`config.mk`:
```
export PLATFORM = sky130hd
export DESIGN_NAME = systolic_seq_ctrl
export DESIGN_NICKNAME = d
export VERILOG_FILES = /design/src/rtl/systolic_pkg.sv /design/src/rtl/systolic_seq_ctrl_skew_line.sv /design/src/rtl/systolic_seq_ctrl.sv
export SDC_FILE = /design/constraint.sdc
export NUM_CORES = 1
export LEC_CHECK = 0
export ABC_AREA = 1
export BUFFER_PORTS_ARGS = -buffer_cell sky130_fd_sc_hd__buf_2
export CAP_MARGIN = 30
export CORE_UTILIZATION = 45
export CTS_CLUSTER_SIZE = 8
export DETAILED_ROUTE_END_ITERATION = 6
export GPL_TIMING_DRIVEN = 0
export PLACE_DENSITY = 0.66
export SYNTH_ARGS = -nofsm -noshare
export SYNTH_HDL_FRONTEND = slang
export SYNTH_SLANG_ARGS = --single-unit
```
`constraint.sdc`:
```
create_clock -name clk -period 4.8 [get_ports clk]
set_input_delay 0.24 -clock clk [delete_from_list [all_inputs] [get_ports clk]]
set_output_delay 0.24 -clock clk [all_outputs]
set_load 0.03 [all_outputs]
```
`src/rtl/systolic_pkg.sv`:
```
// Shared types and constants for the systolic array sequencer.
// Latency: n/a (types, constants and elaboration-time helpers only).
// Backpressure: n/a.
package systolic_pkg;

  typedef enum logic [2:0] {
    ST_IDLE    = 3'd0,
    ST_PREFILL = 3'd1,
    ST_CLEAR   = 3'd2,
    ST_STREAM  = 3'd3,
    ST_FLUSH   = 3'd4,
    ST_DRAIN   = 3'd5,
    ST_DONE    = 3'd6
  } seq_state_t;

  localparam logic MODE_WS = 1'b0;
  localparam logic MODE_OS = 1'b1;

  typedef struct packed {
    logic [15:0] prefill;
    logic [15:0] clear;
    logic [15:0] flush;
  } phase_len_t;

  // Fixed phase lengths in cycles: one weight row per prefill cycle, one
  // extra clear cycle so the corner PE sees zero operands, and enough
  // flush cycles for the last window to cross the far corner.
  function automatic phase_len_t phase_lens(input int rows, input int cols);
    phase_len_t p;
    p.prefill = 16'(rows);
    p.clear   = 16'(rows + 1);
    p.flush   = 16'(rows + cols - 1);
    return p;
  endfunction

endpackage

```
`src/rtl/systolic_seq_ctrl_skew_line.sv`:
```
// Skew delay line: lane i carries the input delayed by i+1 register stages.
// Latency: 1 cycle into lane 0, one more per lane.
// Backpressure: none; synchronous clear empties every lane.
module skew_line #(
  parameter int N = 4
) (
  input  logic         clk,
  input  logic         rst_n,
  input  logic         clr,
  input  logic         din,
  output logic [N-1:0] lanes
);

  // Shift the new window bit into lane 0; clear wipes all lanes at once.
  always_ff @(posedge clk or negedge rst_n) begin
    if (!rst_n) begin
      lanes <= '0;
    end else if (clr) begin
      lanes <= '0;
    end else begin
      lanes <= N'({lanes, din});
    end
  end

endmodule

```
`src/rtl/systolic_seq_ctrl.sv`:
```
// Job sequencer for a ROWS x COLS systolic MAC array (WS and OS modes).
// Latency: every output registered; busy rises one cycle after accepted start.
// Backpressure: start only taken in IDLE; abort returns to IDLE next cycle.
module systolic_seq_ctrl
  import systolic_pkg::*;
#(
  parameter int ROWS = 4,
  parameter int COLS = 4,
  parameter int K_W  = 8,
  localparam int WR  = (ROWS > 1) ? $clog2(ROWS) : 1
) (
  input  logic            clk,
  input  logic            rst_n,
  input  logic            start,
  input  logic            abort,
  input  logic            cfg_os,
  input  logic [K_W-1:0]  cfg_k,
  output logic            busy,
  output logic            done,
  output logic            prefill,
  output logic            os_en,
  output logic [WR-1:0]   wt_row,
  output logic [ROWS-1:0] row_feed_en,
  output logic [COLS-1:0] col_feed_en,
  output logic [COLS-1:0] col_out_valid,
  output logic            result_valid
);

  localparam int         CNT_MIN = $clog2(ROWS + COLS + 1);
  localparam int         CW      = (CNT_MIN > K_W) ? CNT_MIN : K_W;
  localparam phase_len_t PH      = phase_lens(ROWS, COLS);
  localparam logic [CW-1:0] PRE_LAST   = CW'(PH.prefill - 16'd1);
  localparam logic [CW-1:0] CLR_LAST   = CW'(PH.clear - 16'd1);
  localparam logic [CW-1:0] FLUSH_LAST = CW'(PH.flush - 16'd1);

  seq_state_t     state, nxt;
  logic [CW-1:0]  cnt, cnt_nxt;
  logic           mode_q, mode_nxt;
  logic [K_W-1:0] k_q, k_nxt;
  logic [CW-1:0]  k_last;
  logic           w_nxt, line_clr, col_din;
  logic [ROWS-1:0] row_lanes;
  logic [COLS-1:0] col_lanes;

  assign k_last = CW'(k_q) - CW'(1);

  // FSM state, cycle counter and latched job configuration.
  always_ff @(posedge clk or negedge rst_n) begin
    if (!rst_n) begin
      state  <= ST_IDLE;
      cnt    <= '0;
      mode_q <= MODE_WS;
      k_q    <= '0;
    end else begin
      state  <= nxt;
      cnt    <= cnt_nxt;
      mode_q <= mode_nxt;
      k_q    <= k_nxt;
    end
  end

  // Next state: the counter holds cycles left in the phase, so in PREFILL
  // it doubles as the weight row index (bottom row first).
  always_comb begin
    nxt      = state;
    cnt_nxt  = cnt;
    mode_nxt = mode_q;
    k_nxt    = k_q;
    case (state)
      ST_IDLE: begin
        if (start && !abort) begin
          mode_nxt = cfg_os;
          k_nxt    = cfg_k;
          if (cfg_os == MODE_OS) begin
            nxt     = ST_CLEAR;
            cnt_nxt = CLR_LAST;
          end else begin
            nxt     = ST_PREFILL;
            cnt_nxt = PRE_LAST;
          end
        end
      end
      ST_PREFILL, ST_CLEAR: begin
        if (cnt != '0) begin
          cnt_nxt = cnt - CW'(1);
        end else if (k_q == '0) begin
          nxt     = ST_FLUSH;
          cnt_nxt = FLUSH_LAST;
        end else begin
          nxt     = ST_STREAM;
          cnt_nxt = k_last;
        end
      end
      ST_STREAM: begin
        if (cnt != '0) begin
          cnt_nxt = cnt - CW'(1);
        end else begin
          nxt     = ST_FLUSH;
          cnt_nxt = FLUSH_LAST;
        end
      end
      ST_FLUSH: begin
        if (cnt != '0) begin
          cnt_nxt = cnt - CW'(1);
        end else begin
          nxt = (mode_q == MODE_OS) ? ST_DRAIN : ST_DONE;
        end
      end
      ST_DRAIN: nxt = ST_DONE;
      ST_DONE:  nxt = ST_IDLE;
      default:  nxt = ST_IDLE;
    endcase
    if (abort && state != ST_IDLE) begin
      nxt = ST_IDLE;
    end
  end

  // The window bit is generated one cycle early so lane 0 is already a flop.
  // WS reuses the column line to time col_out_valid off the bottom row lane.
  assign w_nxt    = (nxt == ST_STREAM);
  assign line_clr = (nxt == ST_IDLE);
  assign col_din  = (mode_q == MODE_OS) ? w_nxt : row_lanes[ROWS-1];

  skew_line #(.N(ROWS)) u_row_skew (
    .clk   (clk),
    .rst_n (rst_n),
    .clr   (line_clr),
    .din   (w_nxt),
    .lanes (row_lanes)
  );

  skew_line #(.N(COLS)) u_col_skew (
    .clk   (clk),
    .rst_n (rst_n),
    .clr   (line_clr),
    .din   (col_din),
    .lanes (col_lanes)
  );

  // Mode only changes in IDLE while both lines are empty, so these selects
  // never switch under a live window.
  assign row_feed_en   = row_lanes;
  assign col_feed_en   = (mode_q == MODE_OS) ? col_lanes : {COLS{prefill}};
  assign col_out_valid = (mode_q == MODE_WS) ? col_lanes : '0;

  // Array-wide controls registered from the next state.
  always_ff @(posedge clk or negedge rst_n) begin
    if (!rst_n) begin
      busy         <= 1'b0;
      done         <= 1'b0;
      prefill      <= 1'b0;
      os_en        <= 1'b0;
      wt_row       <= '0;
      result_valid <= 1'b0;
    end else begin
      busy         <= (nxt != ST_IDLE) && (nxt != ST_DONE);
      done         <= (nxt == ST_DONE);
      prefill      <= (nxt == ST_PREFILL);
      os_en        <= (mode_nxt == MODE_OS) &&
                      ((nxt == ST_STREAM) || (nxt == ST_FLUSH) || (nxt == ST_DRAIN));
      wt_row       <= (nxt == ST_PREFILL) ? cnt_nxt[WR-1:0] : '0;
      result_valid <= (nxt == ST_DRAIN);
    end
  end

endmodule
```
==> metrics, run 1 <==
Residual DRC 0; post-synthesis compound-gate area fraction 11.32%; GRT Util Overall 19.35%; Die Wd 70.33 um; RSZ-0062 raised after global routing false; largest net degree at the start of global routing 36; Worst setup EP type flip-flop; Worst-Margin Slew 771.1 ps; H-tree Lvls 2; Req. time, crit path 4980 ps; fin worst setup slack 2817 ps; Vias/cell 4.889; total gr overflow 0; top post-synthesis cells by area dfrtp_1 (42%), inv_1 (9.5%), nand2_1 (8.6%); area grow syn2layout 14.53%; Core Region 4414 um2; combinational family with the most area after synthesis simple AND/OR/NAND/NOR gates; crit path buf inv count 2; # clock sinks 35; Synth Area in Adders 2.978%; Initial Utilization 47.59%; Top cell by count, worst path nand2_1; Detailed Routing Iterations Pass 1 4; Gate Count Post-Synth 278; Critical-path top delay cell dfrtp_1; Worst-Skew Late Latency 290 ps; Cell Chain, Critical Path inv_1 > ha_1 > nand3_2 > nor2_8 > nand2_1 > nand2_2 > nand2_1 > nand2_1 > nand2_2 > nand2_4 > nand3_4 > nand2_1 > inv_1; post-synth top area cell dfrtp_1; DRT antenna net count 0; dpl ws 2822 ps; CP arrival 2170 ps; highest-count cells in the layout ignoring fill and taps inv_1 (53), nand2_1 (48), dfrtp_1 (35); wire length on met3 194 um; antenna violations before repair 0; # hold bufs at CTS 0; post-CTS resize count 0; Die Footprint 4946 um2; Nets 334; synthesized area per cell 7.557 um2; mux contribution to synthesized area 0.5360%; final hold violation count 0; Util after Layout 54.51%; fin crit share 41.32%; root buffer cell clkbuf_8; CTS tree yes; WL met1 2.041 mm; Routed met2 length 1.968 mm; Syn Nets 296; Worst VDD drop 0.2430 mV; final setup vio count 0; Yosys warning total 0; Die Height 70.33 um; sequential share of the synthesized area 41.69%; Post-Route WL 4.280 mm; Slew headroom 48.05%; #FFs+latches synth 35; commonest non-fill, non-tap cell in the layout inv_1; f_max 0.5042 GHz; Post-Synth Simple-Gate Area 30.85%; IO Count 32; vias in the first global route 1,697; crit start category flip-flop; Via Count 1,804; Distinct cells, synth 34; highest routing layer actually used met4; Post-Synth XOR/XNOR Area 1.668%; Slew Limit Fails 0; P_leak 1.388 nW; post-CTS setup buffer count 0; Power Density 592.4 nW/um2; largest stage delay on the critical path 370 ps; Setup TNS 0 ps; hpwl dp 3.294 mm; Tot Pwr 1.425 mW; Synth top area share 41.69%; gpl congestion 0.8368; status completed; drt wl/cell 11.60 um; share of cells above drive strength 1 21.77%; HP Class in -> async; Clock Tree Buf Depth 2; critical path peak fanout 9; Final Critical Period 1983 ps; Clock Skews 9.170 ps; mapped cell area 2101 um2; Crit path max-delay family simple AND/OR/NAND/NOR gates; CTS Buf Count 5; first-pass GRT wire length 7.493 mm; max cap viols 0; Clk pin slew, worst setup/hold paths 80 ps; R2R cell count 13; Iteration-0 DRC Markers 93; n_diodes 0; Stages on worst setup path 13; Setup CP Type reg -> reg; I/O Buffers 31; Site Rows 24
## logic make-up (layout without fill, tap and decap cells)
group,count (synthesis),count (layout)
xor gates and xnor gates,4,4
adders and majority gates,5,5
AOI/OAI and AO/OA,43,43
and+or+nand+nor,129,129
muxes,1,1
buffers and inverters,61,100
DFF,35,35
## cells in the mapped netlist
master and n:
o21ai_0 16, nand3_4 1, buf_1 1, o2111ai_1 1
nand3_2 3, nand2_1 48, inv_2 5, ha_1 5
inv_1 53, nor2_4 3, nand3_1 16, nor2_8 1
or2_1 1, o22ai_1 1, nand4_1 2, o211ai_1 3
xor2_1 2, or2_2 2, nor2_1 33, o21ai_1 1
a21oi_1 17, a31oi_1 1, clkbuf_1 1, nor2_2 4
nand3b_1 2, a21oi_2 1, o31ai_1 2, mux2_2 1
buf_2 1, nor3_1 4, dfrtp_1 35, nand2_4 3
nand2_2 6, xnor2_1 2
## worst paths after layout
path | from | end | slack, ps
max in group asynchronous | rst_n | u_col_skew.lanes[3] | 4300
worst max register to register | cnt[0] | u_col_skew.lanes[1] | 2820
worst min register to register | u_row_skew.lanes[2] | u_row_skew.lanes[3] | 460
worst max-delay path | cnt[0] | u_col_skew.lanes[1] | 2820
worst min-delay path | rst_n | cnt[5] | 10
min in group clk | cfg_k[7] | k_q[7] | 180
## layer usage
layer | GRT usage, % | vias to the layer above
met2 | 30.48 | 40
met4 | 8.222 | 0
met3 | 3.175 | 8
li1 | - | 950
met5 | 0 | -
met1 | 26.28 | 806
## layout make-up
type | instances | area (um2)
Fill cell | 430 | 2008
Multi-Input combinational cell | 182 | 994.7
Sequential cell | 35 | 875.8
Inverter | 58 | 217.7
Timing Repair Buffer | 31 | 155.1
Clock buffer | 6 | 72.57
Tap cell | 52 | 65.06
Clock inverter | 2 | 12.51
Buffer | 3 | 12.51
## sequential cells by signal (all words and copies together) (netlist names), 2 cells and up
register and count:
wt_row 2, k_q 8, cnt 8, u_col_skew.lanes 4, state 3, u_row_skew.lanes 4
## metrics by stage
step                hold slack, ps  std cells  instance area (um2)
finish                       14.02        369                 2406
global route                 84.76        369                 2406
CTS                          46.84        369                 2406
detailed placement           361.8        361                 2321
global placement             364.1        361                 2321
floorplan                   -55.59        278                 2101
## power breakdown
part / leakage, nW / internal [mW] / switching (mW)
combinational: 0.896 / 0.251 / 0.519
clock: 0.0412 / 0.101 / 0.106
sequential: 0.451 / 0.384 / 0.0643
Note: power is estimated with default switching activity, not from simulation.
==> run 2, diff against run 1 <==
--- a/config.mk
+++ b/config.mk
@@ -12,7 +12,7 @@
 export CTS_CLUSTER_SIZE = 8
 export DETAILED_ROUTE_END_ITERATION = 6
 export GPL_TIMING_DRIVEN = 0
-export PLACE_DENSITY = 0.66
+export PLACE_DENSITY = 0.68
 export SYNTH_ARGS = -nofsm -noshare
 export SYNTH_HDL_FRONTEND = slang
 export SYNTH_SLANG_ARGS = --single-unit
==> constraint.sdc (replaced) <==
create_clock -name clk -period 1.7 [get_ports clk]
set_input_delay 0.085 -clock clk [delete_from_list [all_inputs] [get_ports clk]]
set_output_delay 0.085 -clock clk [all_outputs]
set_load 0.03 [all_outputs]
==> run 2 against run 1 <==
The run now ends with setup timing left. Register-to-register slack lost 2900 ps. Critical path depth shrank 2. Die area is the same. Routed wire length grew 12%. Flip-flop and latch count is the same. Cell area grew 14%. Non-clock buffer count grew 22. Count of clock-buffer cells in the layout shrank 1. Combinational power grew to 3.6 times the previous value. Clock power grew to 3.6 times the previous value. Largest power group unchanged.
==> metrics, run 2 (synthesis results as in run 1) <==
total gr overflow 0; Clk pin slew, worst setup/hold paths 70 ps; failing checks setup timing; largest net degree at the start of global routing 36; Post-Route WL 4.790 mm; Req. time, crit path 1890 ps; Reg power frac 26.7%; Int Pwr 2.606 mW; commonest non-fill, non-tap cell in the layout inv_1; P_leak 1.539 nW; Worst-Margin Slew 752.7 ps; Filler cells 390; HP Class in -> reg; Vias/cell 5.026; Critical-path top delay cell dfrtp_1; final setup vio count 13; vias in the first global route 1,797; Die Height 70.33 um; n_diodes 0; Slew Limit Fails 0; Clock Skews 6.556 ps; Worst-Skew Late Latency 290 ps; I/O Buffers 31; Tot Pwr 4.840 mW; Initial Utilization 47.59%; Layout Cells excl Fill 391; share of cells above drive strength 1 36.58%; largest stage delay on the critical path 390 ps; setup slack, reg-to-reg -80 ps; multi-input logic area 1125 um2; RR Startpoint cnt[1]; Slew headroom 49.82%; top flop regs cnt x8, k_q x8; status finished with violations; # clock sinks 35; RSZ-0062 raised after global routing true; sw power 2.235 mW; Setup CP Type reg -> reg; Die Footprint 4946 um2; hpwl dp 3.258 mm; area grow syn2layout 30.43%; Iteration-0 DRC Markers 100; Nets 356; crit path launch cnt[1]; Final Critical Period 1783 ps; DRT antenna net count 0; Power Density 1767 nW/um2; Placed Cells incl. Taps 361; Residual DRC 0; Worst VDD drop 0.9810 mV; antenna violations before repair 0; gpl congestion 0.8714; first-pass GRT wire length 7.872 mm; Die Wd 70.33 um; Site Rows 24; Setup TNS -669.0 ps; Worst Setup EP u_col_skew.lanes[2]; Seq. cell area 878.3 um2; fin worst setup slack -82.88 ps; Util after Layout 62.07%; Via Count 1,965; GRT Util Overall 20.17%; Gate power share 57.7%; drt wl/cell 12.25 um; f_max 0.5609 GHz; fin crit share 104.9%; Worst setup EP type flip-flop; Clock Tree Buf Depth 2; highest-count cells in the layout ignoring fill and taps inv_1 (44), nand2_1 (40), dfrtp_1 (33); Core Region 4414 um2; final hold violation count 0; Clock Power Share 15.6%; sw frac 46.17%; worst reg2reg endpoint u_col_skew.lanes[2]; root buffer cell clkbuf_8; CTS tree yes; Detailed Routing Iterations Pass 1 4; crit start category flip-flop; R2R cell count 11; Cell Chain, Critical Path inv_2 > ha_4 > nand3_4 > nor2_8 > nand2_4 > nand3_1 > nand3_2 > nand2_4 > nand3_4 > nand2_2 > inv_2; CTS Buf Count 5; H-tree Lvls 2; critical path peak fanout 8; IO Count 32; CP arrival 1970 ps; max cap viols 0; final hold slack 20.80 ps
==> run 2: worst min-delay path by stage <==
stage / from / slack [ps] / endpoint / cells after the start
after floorplan: rst_n / -210 / busy / 0
after global placement: rst_n / 200 / k_q[7] / 1
after detailed placement: rst_n / 210 / k_q[7] / 1
after CTS: cfg_k[7] / 20 / k_q[7] / 2
after global routing: cfg_k[7] / 30 / k_q[7] / 2
final: cfg_k[7] / 20 / k_q[7] / 2
==> run 2: cell type report <==
class,instances,share of cell area [%]
Clock buffer,5,2.511
Buffer,2,0.3196
Inverter,58,8.037
Tap cell,52,2.374
Multi-Input combinational cell,182,41.05
Sequential cell,35,32.05
Clock inverter,3,1.598
Timing Repair Buffer,54,12.05
==> run 2: through the flow <==
stage,area (um2),worst slack [ps]
after floorplan,2101,50.98
after global placement,2321,-245.6
after detailed placement,2321,-210.6
after CTS,2576,5.670
after global routing,2740,-174.9
final,2740,-82.88
==> run 2: per-layer routing <==
metal | GRT usage [%] | part of all wire (%) | wire (um)
met1 | 25.95 | 46 | 2225
met2 | 33.33 | 49 | 2334
met3 | 4.185 | 3.1 | 148
met4 | 7.333 | 1.7 | 82
met5 | 0 | 0 | 0
==> run 2: what timing repair did <==
action / 4_1_cts / 5_1_grt
pin swaps: 7 / 15
hold buffers: 1 / 0
buffers inserted: 12 / 10
endpoints found under the hold margin: 35 / 0
endpoints found under the setup margin: 23 / 27
gates resized for setup: 13 / 31
==> run 2: worst max-delay path, delay by kind of cell (launching register included) <==
kind                       cells  cell delay [ps]
DFF                            1              390
buffers and inverters          2              110
adders and majority gates      1              150
and+or+nand+nor                8             1020
==> run 2: power groups by stage <==
stage | clock network, mW | registers (mW) | logic (mW)
after floorplan | 0 | 1.33 | 1.64
after global routing | 0.803 | 1.32 | 3.09
after detailed placement | 0 | 1.28 | 2.17
final | 0.755 | 1.29 | 2.79
after CTS | 0.770 | 1.25 | 2.46
after global placement | 0 | 1.27 | 2.15
==> run 3, diff against run 2 <==
--- a/config.mk
+++ b/config.mk
@@ -12,7 +12,7 @@
 export CTS_CLUSTER_SIZE = 8
 export DETAILED_ROUTE_END_ITERATION = 6
 export GPL_TIMING_DRIVEN = 0
-export PLACE_DENSITY = 0.68
+export PLACE_DENSITY = 0.66
 export SYNTH_ARGS = -nofsm -noshare
 export SYNTH_HDL_FRONTEND = slang
 export SYNTH_SLANG_ARGS = --single-unit
==> constraint.sdc (replaced) <==
create_clock -name clk -period 2 [get_ports clk]
set_input_delay 0.1 -clock clk [delete_from_list [all_inputs] [get_ports clk]]
set_output_delay 0.1 -clock clk [all_outputs]
set_load 0.03 [all_outputs]
==> run 3 against run 2 <==
The flow now finishes without violations. Global-route usage is 0.76 points lower. Register-to-register slack better by 230 ps. Hold slack improved by 22 ps. Routed wire length fell by 8.1%. First-iteration DRC count is 24% lower. Sequential power down 16%. Power fell by 27%.
==> metrics, run 3 (synthesis results as in run 1) <==
status completed; Worst setup EP type flip-flop; CP arrival 2030 ps; R2R cell count 11; Layout Cells excl Fill 375; antenna violations before repair 0; Core Region 4414 um2; Worst VDD drop 0.5896 mV; vias in the first global route 1,703; Slew Limit Fails 0; hold endpoint k_q[7]; commonest non-fill, non-tap cell in the layout inv_1; Setup TNS 0 ps; Post-Route WL 4.402 mm; Placed Cells incl. Taps 361; Die Footprint 4946 um2; CTS Buf Count 5; Clock Skews 9.730 ps; Via Count 1,836; RR Startpoint cnt[0]; Vias/cell 4.896; RSZ-0062 raised after global routing false; Initial Utilization 47.59%; # clock sinks 35; Req. time, crit path 2170 ps; Final Critical Period 1853 ps; Worst-Skew Late Latency 290 ps; Residual DRC 0; first-pass GRT wire length 7.521 mm; Power Density 1432 nW/um2; final setup vio count 0; highest-count cells in the layout ignoring fill and taps inv_1 (51), nand2_1 (48), dfrtp_1 (35); CTS tree yes; Die Height 70.33 um; Clk pin slew, worst setup/hold paths 80 ps; H-tree Lvls 2; Detailed Routing Iterations Pass 1 4; HP Class in -> reg; worst reg2reg endpoint wt_row[0]; WHS Path Cells 2; Nets 340; Setup CP Type reg -> reg; Slew headroom 49.72%; n_diodes 0; total gr overflow 0; critical path peak fanout 8; Die Wd 70.33 um; Clock Tree Buf Depth 2; f_max 0.5397 GHz; drt wl/cell 11.74 um; P_leak 1.414 nW; largest net degree at the start of global routing 36; hold_sp cfg_k[7]; Site Rows 24; Iteration-0 DRC Markers 76; share of cells above drive strength 1 24.15%; root buffer cell clkbuf_8; crit start category flip-flop; IO Count 32; top flop regs cnt x8, k_q x8; hpwl dp 3.294 mm; final hold violation count 0; max cap viols 0; area grow syn2layout 17.15%; setup slack, reg-to-reg 150 ps; gpl congestion 0.8368; fin crit share 92.65%; final hold slack 42.62 ps; DRT antenna net count 0; Worst-Margin Slew 754.1 ps; I/O Buffers 31; GRT Util Overall 19.42%
[run 3: cell count changes in the layout (fill, tap and decap cells not counted), sizes merged]
cell and delta:
clkinv -1, bufinv -1, buf -17, clkbuf +2, clkinvlp +1
[run 3: critical path: stages (launching register included)]
cell and delay (ps):
dfrtp_1 400, inv_4 110, ha_2 190, inv_1 60, nor2_4 130, nand2_4 110, ha_1 300, o22ai_1 70
inv_1 60, nand3b_1 70, nor2_1 170, nor2_1 60
[run 3: how the worst max path moves through the flow]
stage / start / slack [ps] / to
detailed placement: cnt[0] / 20 / u_col_skew.lanes[1]
floorplan: cnt[0] / 290 / busy
global placement: cnt[0] / 20 / busy
global route: cnt[0] / 8 / u_col_skew.lanes[3]
CTS: cnt[0] / 90 / u_col_skew.lanes[0]
finish: cnt[0] / 150 / wt_row[0]
[run 3: timing repair]
item	in CTS	in global routing
pin swaps	0	1
gates resized for setup	1	5
buffers inserted	0	5
hold endpoints to repair	35	0
hold buffers	1	0
endpoints found under the setup margin	4	18
[run 3: stage by stage]
stage / setup slack [ps] / power, mW / utilization (%) / instance area [um2]
after floorplan: 292.2 / 2.518 / - / 2101
after global placement: 23.14 / 2.901 / 52.58 / 2321
after detailed placement: 21.70 / 2.936 / 52.58 / 2321
after CTS: 90.22 / 3.462 / 54.73 / 2416
after global routing: 8.263 / 3.855 / 55.75 / 2461
final: 147.0 / 3.524 / 55.75 / 2461
[run 3: power breakdown]
group	internal, mW	total, mW	switching, mW	leakage (nW)
sequential	0.921	1.08	0.164	0.451
clock	0.243	0.500	0.257	0.0412
combinational	0.668	1.94	1.27	0.922
[run 3: cell type report]
type                       instances  area (um2)
buffer                             3       12.51
clock inverter                     2       12.51
sequential                        35       875.8
tap                               52       65.06
inverter                          58       220.2
fill                             425        1953
multi-input combinational        182       999.7
clock buffer                       6       72.57
timing repair buffer              37       202.7
[run 3: routing by layer]
layer | wire (um) | up-vias | GRT usage (%) | part of all wire [%]
li1 | - | 963 | - | -
met1 | 2117 | 829 | 26.46 | 48
met2 | 2039 | 36 | 30.48 | 46
met3 | 170 | 8 | 3.175 | 3.9
met4 | 76 | 0 | 8.222 | 1.7
met5 | 0 | - | 0 | 0
